$ cat src/rtl/seg7_scan_mux.sv
// Time-multiplexed common-anode 7-segment driver: per-frame input snapshot, prescaled digit scan.
// Optional leading-zero blanking is enabled by defining SEG7_SCAN_LZB_EN.
module seg7_scan_mux #(
  parameter int DIGITS     = 4,
  parameter int PRESCALE   = 100000,
  parameter bit ACTIVE_LOW = 1'b1
) (
  input  logic                  clk,
  input  logic                  rst,
  input  logic [4*DIGITS-1:0]   digits_in,
  input  logic [DIGITS-1:0]     dp_in,
  input  logic [DIGITS-1:0]     blank_in,
  output logic [DIGITS-1:0]     an,
  output logic [6:0]            seg,
  output logic                  dp,
  output logic                  frame_start
);

  localparam int IDX_W = (DIGITS > 1) ? $clog2(DIGITS) : 1;
  localparam int CNT_W = (PRESCALE > 1) ? $clog2(PRESCALE) : 1;
  localparam logic [CNT_W-1:0]  CNT_LAST = CNT_W'(PRESCALE - 1);
  localparam logic [IDX_W-1:0]  IDX_LAST = IDX_W'(DIGITS - 1);
  localparam logic [DIGITS-1:0] AN_POL   = {DIGITS{ACTIVE_LOW}};
  localparam logic [6:0]        SEG_POL  = {7{ACTIVE_LOW}};

  // Logical segment pattern, bit order g..a; codes 10..15 are dark.
  function automatic logic [6:0] decode(input logic [3:0] v);
    case (v)
      4'd0:    decode = 7'b0111111;
      4'd1:    decode = 7'b0000110;
      4'd2:    decode = 7'b1011011;
      4'd3:    decode = 7'b1001111;
      4'd4:    decode = 7'b1100110;
      4'd5:    decode = 7'b1101101;
      4'd6:    decode = 7'b1111101;
      4'd7:    decode = 7'b0000111;
      4'd8:    decode = 7'b1111111;
      4'd9:    decode = 7'b1101111;
      default: decode = 7'b0000000;
    endcase
  endfunction

  logic [CNT_W-1:0]    cnt;
  logic [IDX_W-1:0]    idx;
  logic [IDX_W-1:0]    idx_nxt;
  logic                tick;
  logic                wrap;

  logic [4*DIGITS-1:0] sh_digits;
  logic [DIGITS-1:0]   sh_dp;
  logic [DIGITS-1:0]   sh_blank;
  logic [4*DIGITS-1:0] load_digits;

  logic [4*DIGITS-1:0] src_digits;
  logic [DIGITS-1:0]   src_dp;
  logic [DIGITS-1:0]   src_blank;
  logic [3:0]          cur_digit;
  logic                cur_blank;
  logic [DIGITS-1:0]   an_nxt;
  logic [6:0]          seg_nxt;
  logic                dp_nxt;

  assign tick    = (cnt == CNT_LAST);
  assign wrap    = tick && (idx == IDX_LAST);
  assign idx_nxt = (idx == IDX_LAST) ? '0 : idx + 1'b1;

`ifdef SEG7_SCAN_LZB_EN
  logic lz_seen;

  // Digits above the most-significant nonzero one are replaced by the dark code;
  // their dp bits are untouched, and digit 0 is never suppressed.
  always_comb begin
    // NOTE: every variable gets a default before any conditional write, so no latch is inferred.
    load_digits = digits_in;
    lz_seen     = 1'b0;
    for (int i = DIGITS - 1; i >= 1; i--) begin
      lz_seen = lz_seen | (digits_in[4*i +: 4] != 4'd0);
      if (!lz_seen) load_digits[4*i +: 4] = 4'hF;
    end
  end
`else
  assign load_digits = digits_in;
`endif

  // On a wrap the digit about to be lit must come from the values being snapshotted.
  always_comb begin
    src_digits = wrap ? load_digits : sh_digits;
    src_dp     = wrap ? dp_in       : sh_dp;
    src_blank  = wrap ? blank_in    : sh_blank;
    cur_digit  = src_digits[4*int'(idx_nxt) +: 4];
    cur_blank  = src_blank[idx_nxt];
    an_nxt          = '0;
    an_nxt[idx_nxt] = 1'b1;
    seg_nxt    = cur_blank ? 7'b0000000 : decode(cur_digit);
    dp_nxt     = src_dp[idx_nxt] && !cur_blank;
  end

  // Reset parks the scan at the last digit with a pending tick, so the first
  // active edge is a wrap that snapshots the inputs and lights digit 0.
  always_ff @(posedge clk) begin
    // NOTE: sequential state uses non-blocking assignments so every register samples pre-edge values.
    if (rst) begin
      cnt <= CNT_LAST;
      idx <= IDX_LAST;
    end else begin
      cnt <= tick ? '0 : cnt + 1'b1;
      if (tick) idx <= idx_nxt;
    end
  end

  // NOTE: the shadow registers are reset on purpose so the first frame starts from a known dark state.
  always_ff @(posedge clk) begin
    if (rst) begin
      sh_digits <= {DIGITS{4'hF}};
      sh_dp     <= '0;
      sh_blank  <= '1;
    end else if (wrap) begin
      sh_digits <= load_digits;
      sh_dp     <= dp_in;
      sh_blank  <= blank_in;
    end
  end

  always_ff @(posedge clk) begin
    if (rst) begin
      an          <= AN_POL;
      seg         <= SEG_POL;
      dp          <= ACTIVE_LOW;
      frame_start <= 1'b0;
    end else begin
      frame_start <= wrap;
      if (tick) begin
        an  <= an_nxt ^ AN_POL;
        seg <= seg_nxt ^ SEG_POL;
        dp  <= dp_nxt ^ ACTIVE_LOW;
      end
    end
  end

endmodule

$ cat config.mk
export PLATFORM = sky130hd
export DESIGN_NAME = seg7_scan_mux
export DESIGN_NICKNAME = d
export VERILOG_FILES = /design/src/rtl/seg7_scan_mux.sv
export SDC_FILE = /design/constraint.sdc
export NUM_CORES = 1
export LEC_CHECK = 0
export CAP_MARGIN = 20
export CORE_ASPECT_RATIO = 0.5
export CORE_MARGIN = 2
export CORE_UTILIZATION = 50
export CTS_CLUSTER_DIAMETER = 30
export CTS_CLUSTER_SIZE = 25
export DETAILED_ROUTE_END_ITERATION = 8
export GPL_ROUTABILITY_DRIVEN = 0
export PLACE_DENSITY = 0.79
export SLEW_MARGIN = 10
export SYNTH_ARGS = -nofsm -noshare
export SYNTH_HDL_FRONTEND = slang
export SYNTH_SLANG_ARGS = --single-unit
$ cat constraint.sdc
create_clock -name clk -period 4.1 [get_ports clk]
set_input_delay 0.41 -clock clk [delete_from_list [all_inputs] [get_ports clk]]
set_output_delay 0.41 -clock clk [all_outputs]
set_load 0.05 [all_outputs]
# Word-level counts from Yosys, hierarchy flattened
# Memory sizes are Yosys's and may differ from the RTL's.
# Cells that the tools add are included.
word_totals:
  register_bits: 56
  output_inout_bits: 13
  in_bits: 26
  memories: 1
  romBits: 112
memory_table:
  columns: ["memory", "words", "width", "read_ports", "rd_ports_with_merged_regs", "write_ports", "line_no", "source"]
  rows:
  - ["(no name shown)", 16, 7, 1, 0, 0, "28", "case (v)"]
op_classes:
  n_eq_ne: 2
  n_lt_le_gt_ge: 2
  mux: 12
  bitwise_logic: 3
  add_sub_neg: 2
  n_reduce_logical: 5
  shift: 1
op_table:
  columns: ["op", "count"]
  rows:
  - ["$add A17 B1 Y17 const B", 1]
  - ["$eq A17 B17 Y1 const B", 1]
  - ["$mux W17", 1]
  - ["$mux W16", 1]
  - ["$shiftx A16 B5 Y4", 1]
  - ["$mux W4", 2]
  - ["$mux W7", 1]
  - ["$not A7 Y7", 1]
  - ["$bmux W1 S2", 2]
  - ["$not A4 Y4", 1]
  - ["$logic_and A1 B1 Y1", 3]
  - ["$lt A2 B3 Y1 const B", 1]
  - ["$mux W1", 3]
  - ["$add A2 B1 Y2 const B", 1]
  - ["$demux W1 S2", 1]
  - ["$eq A2 B2 Y1 const B", 1]
  - ["$ge A2 B1 Y1 const B", 1]
  - ["$mux W2", 1]
  - ["$reduce_or A2 Y1", 1]
  - ["$logic_not A1 Y1", 1]
  - ["$not A1 Y1", 1]

# Depth between registers and ports, before layout
# Gate-level depths: netlist of run 1.
depth:
  word_depth: 8
  ltp_mapped: 14
  mapped_depth_nobuf: 12

# Worst setup path after synthesis of run 1
# OpenSTA, ideal clock, no wires.
synth_timing:
  path_kind: "flip-flop to flip-flop"
  from: "register cnt[8]"
  to: "register seg[0]"
  t_required_ns: 3.977
  t_arrival_ns: 3.115
  stages_incl_launch_ff: 9
  slack_ns: 0.862
  period_less_slack_ns: 3.238
  cell_sequence: "dfxtp_1 -> or4b_2 -> nor4_1 -> mux2_2 -> a211oi_1 -> nand2_1 -> nor3_2 -> o21bai_1 -> a31oi_1"
synth_between:
  elab_chain_cells: 7
  elab_cells_between_ends: 10
synth_lines:
  columns: ["item", "line_no", "source"]
  rows:
  - ["from (decl)", "43", "logic [CNT_W-1:0] cnt;"]
  - ["from (signal assigned)", "106", "cnt <= tick ? '0 : cnt + 1'b1;"]
  - ["$eq A17 B17 Y1 (*)", "63", "assign tick = (cnt == CNT_LAST);"]
  - ["$logic_and A1 B1 Y1", "64", "assign wrap = tick && (idx == IDX_LAST);"]
  - ["$mux W16 or $mux W4 (tied branches)", null, null]
  - ["$shiftx A16 B5 Y4 or $bmux W1 S2 (tied branches)", "90, 91", null]
  - ["$mem_v2 Z16 W7 or $mux W1 (tied branches)", null, null]
  - ["$mux W7", "94", "seg_nxt = cur_blank ? 7'b0000000 : decode(cur_digit);"]
  - ["$not A7 Y7 (no line)", null, null]
  - ["to (signal assigned)", "134", "seg <= seg_nxt ^ SEG_POL;"]
  - ["to (decl)", "14", "output logic [6:0] seg,"]
# Every way passes the cells marked *; elsewhere a longest branch is shown, timed or not. The select of a mux whose other input is x is not followed.
# A chain may end at the register's enable or synchronous reset.

# Worst setup path after layout of run 1
layout_timing:
  from: "register cnt[5]"
  to: "register seg[6]"
# The elaborated chain is that of the path after synthesis.

==> results.yml, run 1 <==
status:
  outcome: "finished clean"
setup_path:
  end_kind: "register"
  reg2reg_depth: 12
  worstPathArrival_ns: 3.73
  worstSetupPathType: "reg2reg"
  worstPathMaxFanout: 20
  critPathRequiredTime_ns: 4.28
  critPathLaunchType: "register"
detailed_routing:
  route.detailed.wl_per_inst_um: 13.40
  met3_length_um: 218
  drt-met1-wl_um: 2638
  ant_nets: 0
  vias: 2145
  top_layer_used: "met4"
  drc_errors: 0
  drtIter0Drc: 54
  firstDrtPassIters: 4
  via_per_inst: 5.296
  wl_um: 5425
  met2_wirelength_um: 2530
synthesis:
  ys_seq_area_frac: 0.4339
  synth_area_um2: 2584
  ys_seq_elements: 56
  async_flop_share: 0
  synth.area.top_cells: "dfxtp_1 (43%), nand2_1 (8.4%), ha_1 (4.8%), nand3_1 (3.5%), mux2_2 (3.1%)"
  yosys_warnings: 0
  synth_fp_nets: 333
  synth_edf_count: 0
  synth_cells: 297
  synth_top_area_cell: "dfxtp_1"
  netlist_top_cells_count: "nand2_1 (58), dfxtp_1 (56), nor2_1 (21)"
  syn_area_per_cell_um2: 8.699
  yosysMostFrequentCell: "nand2_1"
  synth_top_cell_area_share: 0.4339
  ys_types: 42
  synthFlopType: "dfxtp_1"
clock_network:
  root_buffer: "clkbuf_8"
  insertion_delay_ns: 0.30
  cts_sinks: 56
  numCtsBuffers: 5
  post_cts_buffers: 0
  clkTransAtPathRegs_ns: 0.09
  clk_path_buf_depth: 2
  cts_tree: "yes"
  post_cts_resized: 0
  cts.htree.levels: 2
  hold_buffers: 0
power:
  ir_worst_vdd_v: 0.0003263
  power.density_nw_per_um2: 721.9
  cellLeakagePower_nw: 1.315
timing:
  worst_pin_slew_ns: 0.5861
  slew_violations: 0
  clock_skew_ns: 0.005449
  fin_crit_ns: 3.551
  fin_crit_sh: 0.8662
  fmax_mhz: 281.6
  finalHoldViolCount: 0
  final-setup-viol-count: 0
  max-slew-margin-rel: 0.6057
  rsz0062_at_grt: "no"
  timing.hold.ws_ns: 0.4620
  setup_tns_ns: 0
layout:
  drive_above_1_share: 0.08657
  layout.nets: 370
  antennaDiodeCount: 0
  area_delta_synth_final_pct: 21.65
place:
  hpwl_um: 3913
  port_buffers: 38
floorplan:
  die_w_um: 105.7
  start_util: 0.5215
  rows: 18
  io-pin-count: 39
  core_um2: 4955
  die_height_um: 54.83
  dieArea_um2: 5793
global_routing:
  grt_pass1_wl_um: 8728
  grt_pass1_vias: 1934
  grt_usage: 0.1938
  grt_max_degree: 36
  overflow: 0
  antenna_found_initial: 0
worst_hold_path:
  min_path_cells: 2
  hold_class: "reg2reg"
flow_run:
  max_cap_violations: 0
-- placed cells by master, fill, tap and decap left out, drive strengths merged, types with 2 or more instances in the layout --
master / count
nand2: 58
dfxtp: 56
clkdlybuf4s50: 38
nor2: 22
nand3: 18
a21oi: 15
o21ai: 13
inv: 10
ha: 10
o211ai: 9
xor2: 8
mux2i: 7
mux2: 7
buf: 6
clkbuf: 6
a211oi: 5
xnor2: 5
nor3: 4
or4b: 4
nand4: 3
and3: 3
mux4: 3
and2: 3
a21boi: 2
a31oi: 2
a21o: 2
o21bai: 2
nand2b: 2
clkinv: 2
-- area by class of cell --
type,count,area (um2)
sequential,56,1121
tap,70,87.58
timing repair buffer,44,425.4
clock buffer,6,72.57
clock inverter,2,35.03
fill,434,1812
inverter,11,41.29
multi-input combinational,216,1360
-- metrics by stage --
step                power [W]    util  setup slack [ns]  cell area [um2]  cells
detailed placement   0.001912  0.6126            0.6051             3035    397
finish               0.002269  0.6343            0.5485             3143    405
CTS                  0.002273  0.6343            0.5743             3143    405
global placement     0.001861  0.6126            0.7013             3035    397
floorplan            0.001619       -            0.8624             2584    297
global route         0.002442  0.6343            0.2546             3143    405
-- per-layer routing --
metal | global-route usage | vias up
met5 | 0 | -
met4 | 0.06798 | 0
met3 | 0.04405 | 4
met2 | 0.3419 | 43
met1 | 0.2424 | 998
li1 | - | 1100
-- where the power goes --
part	internal (W)	switching [W]	leakage [nW]
logic	0.000477	0.000645	0.803
registers	0.000691	0.000105	0.457
clock network	0.000182	0.000171	0.0552
total	0.00135	0.000920	1.32
-- worst max-delay path: stages, from the launching register on --
cell	delay, ns
dfxtp_1	0.37
or4b_1	0.51
or4_1	0.49
buf_4	0.21
or2_4	0.34
mux2i_1	0.25
a21oi_1	0.10
a21oi_1	0.44
inv_1	0.14
ha_1	0.25
mux2i_1	0.11
mux2_2	0.15
a21oi_1	0.06
-- logic make-up (layout without fill, tap and decap cells) --
kind of cell | count (synthesis) | in the layout | synth area share
multiplexers | 17 | 17 | 0.08378
XOR/XNOR | 13 | 13 | 0.04407
AND/OR/NAND/NOR | 124 | 124 | 0.2252
AO/OA/AOI/OAI | 52 | 52 | 0.1249
buffers and inverters | 25 | 63 | 0.03971
adder cells (fa/ha/maj) | 10 | 10 | 0.04843
flip-flops | 56 | 56 | 0.4339
-- flip-flops by register name, indices dropped and copies added (netlist names) --
register and flops:
seg 7, an 4, frame_start 1, dp 1, cnt 17, sh_dp 4
sh_blank 4, idx 2, sh_digits 16
-- final timing paths --
check / start / end / slack (ns)
worst min register to register: sh_dp[1]$_SDFF_PP0_ / sh_dp[1]$_SDFF_PP0_ / 0.46
worst max register to register: cnt[5]$_SDFF_PP0_ / seg[6]$_SDFFE_PP1N_ / 0.55
worst max-delay path: cnt[5]$_SDFF_PP0_ / seg[6]$_SDFFE_PP1N_ / 0.55
worst min-delay path: sh_dp[1]$_SDFF_PP0_ / sh_dp[1]$_SDFF_PP0_ / 0.46
Note: power is estimated with default switching activity, not from simulation.
==> run 2, diff against run 1 <==
- RECOVER_POWER: unset -> 50
- REMOVE_ABC_BUFFERS: unset -> 1
- SLEW_MARGIN: 10 -> unset
==> run 2 against run 1 <==
Compared with the run above:
- sequential cell count unchanged
- total power about the same
- fmax decreased by 0.42%
- clock skew increased by 0.0024 ns
- utilization increased by 0.18 points
- first-iteration DRC count decreased by 3.7%
- via count increased by 0.65%
- clock-buffer cell count decreased by 1
- global-route usage decreased by 0.27 points
- sequential share of layout area decreased by 0.099 points
- highest routed layer unchanged
==> results.yml, run 2 (synthesis results as in run 1) <==
status:
  outcome: "finished clean"
power:
  p_clk_frac: 0.162
  ir_worst_vdd_v: 0.0003242
  p_comb_frac: 0.488
  power.switching_w: 0.0009281
  power.density_nw_per_um2: 720.4
  power_w: 0.002271
  cellLeakagePower_nw: 1.286
  p_int_w: 0.001342
  sw_frac_of_total: 0.4087
  seqPwrFrac: 0.350
layout:
  drive_above_1_share: 0.08631
  reg.largest.list: "cnt (17), sh_digits (16), seg (7)"
  final_util: 0.6361
  largest_reg_flops: 17
  final_common_cell: "nand2_1"
  seqCellArea_um2: 1121
  antennaDiodeCount: 0
  most-common-layout-cells: "nand2_1 (58), dfxtp_1 (56), clkdlybuf4s50_1 (24)"
  area_delta_synth_final_pct: 21.99
  regMostFlops: "cnt"
  fin_cells: 406
  layout.nets: 371
  fill_cells: 421
  multiInputGateArea_um2: 1360
floorplan:
  start_util: 0.5215
  rows: 18
  die_w_um: 105.7
  core_um2: 4955
  io-pin-count: 39
  die_height_um: 54.83
  dieArea_um2: 5793
timing:
  final-setup-viol-count: 0
  setup_ws_ns: 0.5336
  fin_crit_ns: 3.566
  clock_skew_ns: 0.007828
  fin_crit_sh: 0.8699
  max-slew-margin-rel: 0.02294
  finalHoldViolCount: 0
  slew_violations: 0
  setup_tns_ns: 0
  worst_pin_slew_ns: 1.466
  rsz0062_at_grt: "no"
  fmax_mhz: 280.4
place:
  placedCellCount: 398
  hpwl_um: 3873
  place_ws_ns: 0.6081
  port_buffers: 38
clock_network:
  numCtsBuffers: 5
  cts_sinks: 56
  cts_tree: "yes"
  insertion_delay_ns: 0.31
  clk_path_buf_depth: 2
  hold_buffers: 0
  root_buffer: "clkbuf_8"
  post_cts_buffers: 0
  cts.htree.levels: 2
  clkTransAtPathRegs_ns: 0.10
  post_cts_resized: 0
detailed_routing:
  ant_nets: 0
  vias: 2159
  via_per_inst: 5.318
  wl_um: 5351
  route.detailed.wl_per_inst_um: 13.18
  drc_errors: 0
  firstDrtPassIters: 7
  drtIter0Drc: 52
global_routing:
  grt_max_degree: 37
  grt_pass1_vias: 1908
  grt_pass1_wl_um: 8631
  antenna_found_initial: 0
  overflow: 0
  grt_usage: 0.1911
setup_path:
  critPathLaunchType: "register"
  critPathRequiredTime_ns: 4.29
  worstPathArrival_ns: 3.76
  rrSetupSlack_ns: 0.53
  worstSetupPathType: "reg2reg"
  r2r_start: "cnt[5]$_SDFF_PP0_"
  end_kind: "register"
  timing.rr.end: "seg[6]$_SDFFE_PP1N_"
  worstPathMaxFanout: 20
  reg2reg_depth: 11
worst_hold_path:
  worstHoldEndpoint: "sh_dp[1]$_SDFF_PP0_"
  min_from: "sh_dp[1]$_SDFF_PP0_"
  hold_class: "reg2reg"
  min_path_cells: 2
flow_run:
  max_cap_violations: 0
[run 2: cell types whose count changed in the layout (fill, tap and decap cells not counted), sizes merged]
| cell | before | now |
|---|---|---|
| clkdlybuf4s50 | 38 | 24 |
| buf | 6 | 5 |
| clkbuf | 6 | 7 |
| dlygate4sd3 | 0 | 14 |
| clkinv | 2 | 3 |
[run 2: area by class of cell]
cell class                 count  area share
multi-input combinational    216      0.4315
clock inverter                 3     0.01509
inverter                      11     0.01310
clock buffer                   5     0.02183
timing repair buffer          45      0.1350
sequential                    56      0.3557
tap                           70     0.02779
[run 2: through the flow]
stage	hold WS [ns]	area, um2
after detailed placement	0.4526	3043
after global placement	0.4437	3043
after global routing	0.4854	3152
after floorplan	0.4228	2522
after CTS	0.4678	3159
final	0.4724	3152
[run 2: worst max path at each step]
stage,cells past startpoint,end,startpoint
finish,11,seg[6]$_SDFFE_PP1N_,cnt[5]$_SDFF_PP0_
global route,11,seg[6]$_SDFFE_PP1N_,cnt[5]$_SDFF_PP0_
CTS,11,seg[6]$_SDFFE_PP1N_,cnt[5]$_SDFF_PP0_
detailed placement,11,seg[6]$_SDFFE_PP1N_,cnt[5]$_SDFF_PP0_
global placement,11,seg[6]$_SDFFE_PP1N_,cnt[5]$_SDFF_PP0_
floorplan,8,seg[0]$_SDFFE_PP1N_,cnt[8]$_SDFF_PP0_
[run 2: power by group through the flow]
stage	clock network, W	registers, W	logic, W
CTS	0.000374	0.000793	0.00112
finish	0.000368	0.000795	0.00111
global route	0.000391	0.000813	0.00122
global placement	0	0.000795	0.00106
detailed placement	0	0.000807	0.00111
floorplan	0	0.000854	0.000739
[run 2: layer usage]
layer  up-vias  GRT usage  share of wire
li1       1097          -              -
met2        50     0.3387           0.48
met4         0    0.07456          0.010
met5         -          0              0
met3         6    0.03929          0.039
met1      1006     0.2379           0.47
[run 2: critical path: stages, from the launching register on]
cell     delay (ns)
dfxtp_1        0.37
or4b_1         0.52
or4_1          0.65
or2_4          0.40
mux2i_1        0.23
a21oi_1        0.10
a21oi_1        0.41
inv_1          0.13
ha_1           0.24
mux2i_1        0.16
mux2_2         0.17
a21oi_1        0.06
